==> src/rtl/eh2_lsu_trigger_hit_pkg.sv <==
// ----------------------------------------------------------------------------
// eh2_lsu_trigger_hit_pkg
// Shared types and constants for the LSU trigger-hit slice.
//   NUM_THREADS   : number of hardware threads
//   TID_W         : width of a thread ID
//   NUM_LSU_TRIG  : number of data triggers compared by the LSU
//   eh2_lsu_pkt_t : the subset of the DC4 LSU packet used here
//   eh2_lsu_trig_pend_t : one pending DC5 trigger entry
//   trig_state_e  : per-thread pending-entry state
// ----------------------------------------------------------------------------
package eh2_lsu_trigger_hit_pkg;

    localparam int NUM_THREADS  = 2;
    localparam int TID_W        = 1;
    localparam int NUM_LSU_TRIG = 4;

    typedef struct packed {
        logic             valid;
        logic [TID_W-1:0] tid;
        logic             dma;
    } eh2_lsu_pkt_t;

    typedef struct packed {
        logic                    valid;
        logic [NUM_LSU_TRIG-1:0] hit;
        logic                    action;
    } eh2_lsu_trig_pend_t;

    typedef enum logic {
        TRIG_IDLE = 1'b0,
        TRIG_PEND = 1'b1
    } trig_state_e;

endpackage

==> src/rtl/eh2_lsu_trigger_hit_if.sv <==
// ----------------------------------------------------------------------------
// eh2_lsu_trigger_hit_if
// Bundles the DC4 trigger inputs, TLU/CSR controls and the DC5 outputs of the
// trigger-hit block.
//   master : the LSU/TLU side that drives matches, flushes, acks and clears
//   slave  : the trigger-hit block itself
// ----------------------------------------------------------------------------
interface eh2_lsu_trigger_hit_if;
    import eh2_lsu_trigger_hit_pkg::*;

    logic [NUM_LSU_TRIG-1:0]                   lsu_trigger_match_dc4;
    eh2_lsu_pkt_t                              lsu_pkt_dc4;
    logic [NUM_THREADS-1:0][1:0]               trig_chain;
    logic [NUM_THREADS-1:0][NUM_LSU_TRIG-1:0]  trig_action;
    logic [NUM_THREADS-1:0]                    flush_dc4;
    logic [NUM_THREADS-1:0]                    flush_pend;
    logic [NUM_THREADS-1:0][NUM_LSU_TRIG-1:0]  hit_clr;
    logic [NUM_THREADS-1:0]                    trig_ack;

    logic [NUM_THREADS-1:0]                    lsu_trigger_pend;
    logic [NUM_THREADS-1:0][NUM_LSU_TRIG-1:0]  lsu_trigger_hit_dc5;
    logic [NUM_THREADS-1:0]                    lsu_trigger_action_dc5;
    logic [NUM_THREADS-1:0][NUM_LSU_TRIG-1:0]  lsu_trigger_sticky;

    modport master (
        output lsu_trigger_match_dc4, lsu_pkt_dc4, trig_chain, trig_action,
               flush_dc4, flush_pend, hit_clr, trig_ack,
        input  lsu_trigger_pend, lsu_trigger_hit_dc5, lsu_trigger_action_dc5,
               lsu_trigger_sticky
    );

    modport slave (
        input  lsu_trigger_match_dc4, lsu_pkt_dc4, trig_chain, trig_action,
               flush_dc4, flush_pend, hit_clr, trig_ack,
        output lsu_trigger_pend, lsu_trigger_hit_dc5, lsu_trigger_action_dc5,
               lsu_trigger_sticky
    );

endinterface

==> src/rtl/eh2_lsu_trigger_hit_chain.sv <==
// ----------------------------------------------------------------------------
// eh2_lsu_trigger_hit_chain
// Resolves chained trigger pairs (0/1 and 2/3). A chained pair only fires when
// both members match, and then reports both bits.
//   match_i : raw per-trigger match
//   chain_i : [0] pair 0/1 chained, [1] pair 2/3 chained
//   res_o   : resolved trigger vector
// ----------------------------------------------------------------------------
module eh2_lsu_trigger_hit_chain
    import eh2_lsu_trigger_hit_pkg::*;
(
    input  logic [NUM_LSU_TRIG-1:0] match_i,
    input  logic [1:0]              chain_i,
    output logic [NUM_LSU_TRIG-1:0] res_o
);

    always_comb begin
        res_o = match_i;
        if (chain_i[0]) begin
            res_o[1:0] = {2{match_i[0] & match_i[1]}};
        end
        if (chain_i[1]) begin
            res_o[3:2] = {2{match_i[2] & match_i[3]}};
        end
    end

endmodule

==> src/rtl/eh2_lsu_trigger_hit.sv <==
// ----------------------------------------------------------------------------
// eh2_lsu_trigger_hit
// Takes the DC4 LSU trigger match, resolves chaining, and registers one
// pending trigger per thread into DC5 until the TLU acks it or it is flushed.
// Also keeps the per-thread sticky hit bits behind mcontrol.hit.
//   clk, rst : core clock, synchronous active-high reset
//   bus      : slave side of eh2_lsu_trigger_hit_if (DC4 inputs, controls,
//              DC5 pending/hit/action outputs and sticky bits)
// ----------------------------------------------------------------------------
module eh2_lsu_trigger_hit
    import eh2_lsu_trigger_hit_pkg::*;
(
    input  logic                   clk,
    input  logic                   rst,
    eh2_lsu_trigger_hit_if.slave   bus
);

    logic [TID_W-1:0]                         tid;
    logic [NUM_LSU_TRIG-1:0]                  res;
    logic                                     pktQual;
    logic [NUM_THREADS-1:0]                   pendVec;
    logic [NUM_THREADS-1:0]                   actVec;
    logic [NUM_THREADS-1:0][NUM_LSU_TRIG-1:0] hitVec;
    logic [NUM_THREADS-1:0][NUM_LSU_TRIG-1:0] stickyVec;

    assign tid = bus.lsu_pkt_dc4.tid;

    // Only one DC4 packet exists per cycle, so one resolver serves all threads
    // using the chain configuration of the packet's thread.
    eh2_lsu_trigger_hit_chain u_chain (
        .match_i (bus.lsu_trigger_match_dc4),
        .chain_i (bus.trig_chain[tid]),
        .res_o   (res)
    );

    // DMA accesses never raise triggers.
    assign pktQual = bus.lsu_pkt_dc4.valid & ~bus.lsu_pkt_dc4.dma & (|res);

    for (genvar t = 0; t < NUM_THREADS; t++) begin : g_thread
        trig_state_e             state_q;
        eh2_lsu_trig_pend_t      pend_q;
        logic [NUM_LSU_TRIG-1:0] sticky_q;
        logic [NUM_LSU_TRIG-1:0] sticky_d;
        logic                    hit4;
        logic                    capture;

        assign hit4    = pktQual & (tid == TID_W'(t)) & ~bus.flush_dc4[t];
        // An occupied slot drops new hits, including the cycle it is released.
        assign capture = hit4 & (state_q == TRIG_IDLE);

        // The hit is newer than any CSR write in the same cycle, so set wins.
        assign sticky_d = (sticky_q & ~bus.hit_clr[t]) | (capture ? res : '0);

        // Pending-entry FSM with the entry itself as registered output.
        always_ff @(posedge clk) begin
            if (rst) begin
                state_q  <= TRIG_IDLE;
                pend_q   <= '0;
                sticky_q <= '0;
            end else begin
                sticky_q <= sticky_d;
                case (state_q)
                    TRIG_IDLE: begin
                        if (capture) begin
                            state_q       <= TRIG_PEND;
                            pend_q.valid  <= 1'b1;
                            pend_q.hit    <= res;
                            pend_q.action <= |(res & bus.trig_action[t]);
                        end
                    end
                    TRIG_PEND: begin
                        if (bus.trig_ack[t] | bus.flush_pend[t]) begin
                            state_q <= TRIG_IDLE;
                            pend_q  <= '0;
                        end
                    end
                    default: begin
                        state_q <= TRIG_IDLE;
                        pend_q  <= '0;
                    end
                endcase
            end
        end

        assign pendVec[t]   = pend_q.valid;
        assign hitVec[t]    = pend_q.hit;
        assign actVec[t]    = pend_q.action;
        assign stickyVec[t] = sticky_q;
    end

    assign bus.lsu_trigger_pend       = pendVec;
    assign bus.lsu_trigger_hit_dc5    = hitVec;
    assign bus.lsu_trigger_action_dc5 = actVec;
    assign bus.lsu_trigger_sticky     = stickyVec;

endmodule

==> src/flat_wrapper.sv <==
// flat-port wrapper written by rule: the top's interface ports become plain ports
module eh2_lsu_trigger_hit_flat import eh2_lsu_trigger_hit_pkg::*;
  (clk, rst, bus_lsu_trigger_match_dc4, bus_lsu_pkt_dc4, bus_trig_chain, bus_trig_action, bus_flush_dc4, bus_flush_pend, bus_hit_clr, bus_trig_ack, bus_lsu_trigger_pend, bus_lsu_trigger_hit_dc5, bus_lsu_trigger_action_dc5, bus_lsu_trigger_sticky);
  eh2_lsu_trigger_hit_if bus_i ();
  input  logic clk;
  input  logic rst;
  input wire logic [$bits(bus_i.lsu_trigger_match_dc4)-1:0] bus_lsu_trigger_match_dc4;
  input wire logic [$bits(bus_i.lsu_pkt_dc4)-1:0] bus_lsu_pkt_dc4;
  input wire logic [$bits(bus_i.trig_chain)-1:0] bus_trig_chain;
  input wire logic [$bits(bus_i.trig_action)-1:0] bus_trig_action;
  input wire logic [$bits(bus_i.flush_dc4)-1:0] bus_flush_dc4;
  input wire logic [$bits(bus_i.flush_pend)-1:0] bus_flush_pend;
  input wire logic [$bits(bus_i.hit_clr)-1:0] bus_hit_clr;
  input wire logic [$bits(bus_i.trig_ack)-1:0] bus_trig_ack;
  output wire logic [$bits(bus_i.lsu_trigger_pend)-1:0] bus_lsu_trigger_pend;
  output wire logic [$bits(bus_i.lsu_trigger_hit_dc5)-1:0] bus_lsu_trigger_hit_dc5;
  output wire logic [$bits(bus_i.lsu_trigger_action_dc5)-1:0] bus_lsu_trigger_action_dc5;
  output wire logic [$bits(bus_i.lsu_trigger_sticky)-1:0] bus_lsu_trigger_sticky;
  assign bus_i.lsu_trigger_match_dc4 = bus_lsu_trigger_match_dc4;
  assign bus_i.lsu_pkt_dc4 = bus_lsu_pkt_dc4;
  assign bus_i.trig_chain = bus_trig_chain;
  assign bus_i.trig_action = bus_trig_action;
  assign bus_i.flush_dc4 = bus_flush_dc4;
  assign bus_i.flush_pend = bus_flush_pend;
  assign bus_i.hit_clr = bus_hit_clr;
  assign bus_i.trig_ack = bus_trig_ack;
  assign bus_lsu_trigger_pend = bus_i.lsu_trigger_pend;
  assign bus_lsu_trigger_hit_dc5 = bus_i.lsu_trigger_hit_dc5;
  assign bus_lsu_trigger_action_dc5 = bus_i.lsu_trigger_action_dc5;
  assign bus_lsu_trigger_sticky = bus_i.lsu_trigger_sticky;
  eh2_lsu_trigger_hit u_core (.clk(clk), .rst(rst), .bus(bus_i));
endmodule
==> config.mk <==
export PLATFORM = sky130hd
export DESIGN_NAME = eh2_lsu_trigger_hit_flat
export DESIGN_NICKNAME = d
export VERILOG_FILES = /design/src/rtl/eh2_lsu_trigger_hit_pkg.sv /design/src/rtl/eh2_lsu_trigger_hit_if.sv /design/src/rtl/eh2_lsu_trigger_hit_chain.sv /design/src/rtl/eh2_lsu_trigger_hit.sv /design/src/flat_wrapper.sv
export SDC_FILE = /design/constraint.sdc
export NUM_CORES = 1
export LEC_CHECK = 0
export BUFFER_PORTS_ARGS = -buffer_cell sky130_fd_sc_hd__buf_2
export CAP_MARGIN = 20
export CORE_MARGIN = 2
export CORE_UTILIZATION = 40
export DETAILED_ROUTE_END_ITERATION = 10
export PLACE_DENSITY = 0.74
export SLEW_MARGIN = 25
export SYNTH_ARGS = -nofsm -noshare
export SYNTH_HDL_FRONTEND = slang
export SYNTH_HIERARCHICAL = 1
export SYNTH_SLANG_ARGS = --single-unit
==> constraint.sdc <==
create_clock -name clk -period 4.2 [get_ports clk]
set_input_delay 0.84 -clock clk [delete_from_list [all_inputs] [get_ports clk]]
set_output_delay 0.84 -clock clk [all_outputs]
set_load 0.05 [all_outputs]
Word level (Yosys, flattened, before mapping)
Cells that the tools add are included.

word-level totals
  word-level logic and storage cells = 64
  output and inout port bits = 20
  input port bits = 35
  flip-flop bits (word level) = 22

operators by class
  reduce and logical (&&, ||, !) cells = 5
  order comparisons = 1
  bitwise logic cells = 26
  equal/unequal tests = 4
  muxes and demuxes = 18

operators by type and width
  operator                                               count
  2-to-1 mux 6 bit                                       4
  one-hot mux 6 bit (2 select lines)                     2
  bitwise AND 4 bit                                      4
  OR reduction 4 bit                                     3
  bitwise AND 1 bit                                      10
  2-to-1 mux 2 bit                                       4
  2-to-1 mux 4 bit                                       2
  NOT 4 bit                                              2
  bitwise OR 4 bit                                       2
  NOT 1 bit                                              6
  2-to-1 mux 1 bit                                       4
  inequality test 2 x 1 -> 1 bit, second input constant  2
  inequality test 2 bit, second input constant           2
  one-hot mux 1 bit (2 select lines)                     2
  AND reduction 2 bit                                    2
  < comparator 1 x 2 -> 1 bit, second input constant     1
  bitwise OR 1 bit                                       2

Depth between registers and ports, before layout
  depth in word-level cells = 10
  depth in mapped cells = 6
  mapped depth without buffers = 5

Modules after synthesis
The synthesis kept the hierarchy.

by module, submodules not included
  module                     instances  cells each  sequential area each (sq um)  area an instance (sq um)
  eh2_lsu_trigger_hit        1          93          440.4                         917.1
  eh2_lsu_trigger_hit_chain  1          8           0.0                           42.5

Least setup slack after synthesis
No wires, ideal clock.

  kind = input -> register
  from = input bus_lsu_pkt_dc4[1]
  to = register u_core.g_thread[1].pend_q (netlist bit u_core/bus.lsu_trigger_action_dc5[1])
  setup time = 0.072 ns
  stages = 6
  buffers on the path = 1
  setup slack = 2.020 ns
  required time = 4.128 ns
  arrival = 2.108 ns
  cell sequence = mux2_2 -> a21oi_2 -> or4_4 -> nand4_2 -> buf_8 -> mux2i_1

between the ends
  longest elaborated chain between the ends = 10
  elaborated cells between the ends (all ways) = 15
  classes of those cells = eq/ne: 1; mux: 6; bitwise: 5; reduce/logical: 3

RTL lines
  what                                                      RTL line                         text
  start, declared                                           flat_wrapper.sv:8                input wire logic [$bits(bus_i.lsu_pkt_dc4)-1:0] bus_lsu_pkt_dc4;
  2-to-1 mux 2 bit (not written as such) (*) (2 in series)  eh2_lsu_trigger_hit.sv:32        .chain_i (bus.trig_chain[tid]),
  2-to-1 mux 2 bit (*)                                      eh2_lsu_trigger_hit_chain.sv:19  if (chain_i[0]) begin
  via u_core.res[0]                                         eh2_lsu_trigger_hit.sv:19        logic [NUM_LSU_TRIG-1:0] res;
  OR reduction 4 bit                                        eh2_lsu_trigger_hit.sv:37        assign pktQual = bus.lsu_pkt_dc4.valid & ~bus.lsu_pkt_dc4.dma & (|res);
  bitwise AND 1 bit                                         eh2_lsu_trigger_hit.sv:37
  bitwise AND 1 bit (2 in series)                           eh2_lsu_trigger_hit.sv:47        assign hit4 = pktQual & (tid == TID_W'(t)) & ~bus.flush_dc4[t];
  bitwise AND 1 bit                                         eh2_lsu_trigger_hit.sv:49        assign capture = hit4 & (state_q == TRIG_IDLE);
  inequality test 2 x 1 -> 1 bit (no line)                  -
  AND reduction 2 bit (no line)                             -
  end, declared                                             eh2_lsu_trigger_hit.sv:41        eh2_lsu_trig_pend_t pend_q;

The timed path passes the listed nets; every way through them passes the cells marked *. The select of a mux whose other input is x is not followed.
A chain may end at the register's enable or synchronous reset.

Worst setup path in the final report
  from = input bus_lsu_pkt_dc4[1]
  to = register u_core.g_thread[1].sticky_q[3]

between the ends
  longest elaborated chain between the ends = 10
  elaborated cells between the ends (all ways) = 11
  classes of those cells = mux: 5; bitwise: 5; reduce/logical: 1

RTL lines
  what                                                      RTL line                         text
  2-to-1 mux 2 bit (not written as such) (*) (2 in series)  eh2_lsu_trigger_hit.sv:32
  2-to-1 mux 2 bit (*)                                      eh2_lsu_trigger_hit_chain.sv:22  if (chain_i[1]) begin
  via u_core.res[3]                                         eh2_lsu_trigger_hit.sv:19
  OR reduction 4 bit                                        eh2_lsu_trigger_hit.sv:37
  bitwise AND 1 bit                                         eh2_lsu_trigger_hit.sv:37
  bitwise AND 1 bit (2 in series)                           eh2_lsu_trigger_hit.sv:47
  bitwise AND 1 bit                                         eh2_lsu_trigger_hit.sv:49
  2-to-1 mux 4 bit (*)                                      eh2_lsu_trigger_hit.sv:52        assign sticky_d = (sticky_q & ~bus.hit_clr[t]) | (capture ? res : '0);
  bitwise OR 4 bit (*)                                      eh2_lsu_trigger_hit.sv:52
  end signal, assigned                                      eh2_lsu_trigger_hit.sv:61        sticky_q <= sticky_d;
  end, declared                                             eh2_lsu_trigger_hit.sv:42        logic [NUM_LSU_TRIG-1:0] sticky_q;

Marks and branches as above.

==> flow_summary.yaml <==
run_status:
  status: "completed"
die:
  die_y_um: 53.0
  initial_core_util_pct: 43.0
  dieArea_um2: 2810
  coreArea_um2: 2230
  die-width_um: 53.0
  io_pins: 55
  rows: 17
cts:
  clockBufferDepth: 2
  cts_root_buf: "clkbuf_4"
  cts_buffers: 3
  cts_sinks: 22
  cts_max_level: 1
  cts_tree: "built"
  post_cts_buffers: 0
  ctsResizeCount: 0
  clk_pin_slew_ns: 0.11
  clock_latency_ns: 0.30
  hold_buffers: 0
setup_path:
  cpMaxStageDelayCell: "mux2_2"
  start_kind: "input port"
  cp-end-kind: "flip-flop"
  required_ns: 4.41
  worstPathArrival_ns: 2.44
  worst-r2r-setup-slack_ns: 3.00
  path_class: "input port to flip-flop"
  r2r-start: "u_core/g_thread[1].state_q"
  critPathTopFamily: "compound AO/OA/AOI/OAI gates"
  path_buf_inv: 1
  max_stage_delay_ns: 0.35
  cp_max_fo: 11
  reg2reg_depth: 3
  crit_chain: "buf_2 > mux2_2 > a21oi_1 > or4_4 > nand4_2 > o32ai_1"
  rr_endpoint: "u_core/g_thread[1].sticky_q[3]"
worst_hold_path:
  min_to: "u_core/bus.lsu_trigger_pend[0]"
  hold_class: "flip-flop to flip-flop"
  worst_hold_path.num_cells: 2
  hp-start: "u_core/bus.lsu_trigger_pend[0]"
sta:
  hold_viol: 0
  relSlewSlack_pct: 56.5
  setup_violations: 0
  tns_ns: 0
  max_freq_mhz: 448
  rsz0062_at_grt: "no"
  final-max-slew-violation-count: 0
  skew_ns: 0.00609
  tightest_slew_ns: 0.645
  min_period_over_period_pct: 53.1
  finalWorstSetupSlack_ns: 1.97
  period_needed_ns: 2.23
cells_and_area:
  nets: 191
  utilization_pct: 56.1
  antenna_cells: 0
  final_layout_size_suffix_gt1_share_pct: 43.5
  design_area_um2: 1250
  syn_to_final_growth_pct: 30.5
placed_design:
  place.gp.congestion: 0.790
  placed_area_um2: 1230
  post-place-ws_ns: 1.66
  io_buffers: 54
  hpwl_um: 1910
yosys:
  yosys.area.top_type: "dfxtp_1"
  syn-num-nets: 136
  syn_area_per_cell_um2: 9.50
  synth_cell_type_count: 23
  yosysWarnings: 6
  synth-seq-area-share_pct: 45.9
  syn_area_um2: 960
  synthCells: 101
  ys_seq_elements: 22
  synthTopCellsByArea: "dfxtp_1 46%, mux2i_1 10%, o32ai_1 7.3%"
  synth_top_area_share_pct: 45.9
routing:
  wl_per_cell_um: 13.4
  first_iter_violations: 9
  drt-total-wl_um: 2430
  vias_per_cell: 5.11
  vias: 930
  detail-route-antenna-nets: 0
  drc: 0
  dr.pass1.iters: 4
global_route:
  antenna_found_initial: 0
  overflow: 0
  grt_pass1_vias: 883
  track_usage_pct: 18.7
  grt_max_degree: 17
  grt_first_pass_wirelength_um: 3770
pwr:
  pwr_density_cell_nw_per_um2: 295
  leakagePower_uw: 0.000639
  peakVddDrop_uv: 249
job:
  max_cap_viol_count: 0
-- cells in the mapped netlist --
library cell / n
inv_2: 1
dfxtp_1: 22
nand3_2: 1
buf_8: 1
o21ai_0: 4
o32ai_1: 8
nor2_1: 3
inv_1: 12
mux2_2: 2
buf_6: 1
a21oi_1: 6
clkbuf_1: 1
buf_2: 1
a22o_2: 2
a21oi_2: 2
nand3_1: 10
nand4_2: 1
nor3_1: 1
a22o_1: 2
nand2_1: 8
mux2i_1: 10
and2b_1: 1
or4_4: 1
-- registers in the layout, indices dropped and copies added, names as in the netlist --
register,cells
u_core/bus.lsu_trigger_hit_dc5,8
u_core/g_thread.sticky_q,8
u_core/bus.lsu_trigger_action_dc5,2
u_core/g_thread.state_q,2
u_core/bus.lsu_trigger_pend,2
-- worst min-delay path: cells and delay by family (launching register included) --
kind	cells	cell delay, ns
flip-flops	1	0.33
AND/OR/NAND/NOR	1	0.05
AO/OA/AOI/OAI	1	0.05
-- worst max path at each step --
stage,to,from,cells after the start
global placement,u_core/bus.lsu_trigger_hit_dc5[4],bus_lsu_pkt_dc4[1],6
floorplan,u_core/bus.lsu_trigger_action_dc5[1],bus_lsu_pkt_dc4[1],6
CTS,u_core/g_thread[1].sticky_q[2],bus_lsu_pkt_dc4[1],6
detailed placement,u_core/g_thread[1].sticky_q[2],bus_lsu_pkt_dc4[1],6
finish,u_core/g_thread[1].sticky_q[3],bus_lsu_pkt_dc4[1],6
global route,u_core/g_thread[1].sticky_q[0],bus_lsu_pkt_dc4[1],6
-- stage by stage --
| stage | std cells | hold WS (ns) | total power, uW |
|---|---|---|---|
| 6_report | 182 | 0.467 | 370 |
| 5_1_grt | 182 | 0.477 | 388 |
| 4_1_cts | 182 | 0.469 | 372 |
| 3_5_place_dp | 179 | 0.453 | 282 |
| 3_3_place_gp | 179 | 0.440 | 280 |
| 2_1_floorplan | 101 | 0.446 | 258 |
-- cells by family (layout without fill, tap and decap cells) --
family,count (synthesis),count (layout),synth area share (%)
AND/OR/NAND/NOR,26,26,14.3
AO/OA/AOI/OAI,24,24,18.3
flip-flops,22,22,45.9
buffers and inverters,17,70,8.73
multiplexers,12,12,12.8
-- placed cells by master, fill, tap and decap left out --
cell type and n:
buf_2 54, dfxtp_1 22, inv_1 12, nand3_1 10
mux2i_1 10, nand2_1 8, o32ai_1 8, a21oi_1 6
o21ai_0 4, clkbuf_4 3, nor2_1 3, mux2_2 2
a22o_1 2, a22o_2 2, a21oi_2 2, and2b_1 1
or4_4 1, nand4_2 1, nor3_1 1, nand3_2 1
inv_2 1
-- final cells by class --
type / count / area (um^2)
Inverter: 13 / 48.8
Clock buffer: 3 / 22.5
Tap cell: 28 / 35.0
Fill cell: 214 / 981
Timing Repair Buffer: 54 / 270
Multi-Input combinational cell: 62 / 435
Sequential cell: 22 / 440
-- per-layer routing --
| layer | part of all wire, % | global-route usage [%] |
|---|---|---|
| met4 | 0.95 | 6.41 |
| met3 | 5.2 | 3.95 |
| met2 | 53 | 35.4 |
| met5 | 0 | 0 |
| met1 | 41 | 20.1 |
-- power breakdown --
group	total, uW	internal, uW	switching, uW
Clock	92.4	33.5	58.9
Combinational	63.2	25.4	37.9
Sequential	214	212	1.94
No activity file was read; power rests on OpenSTA's default activity.
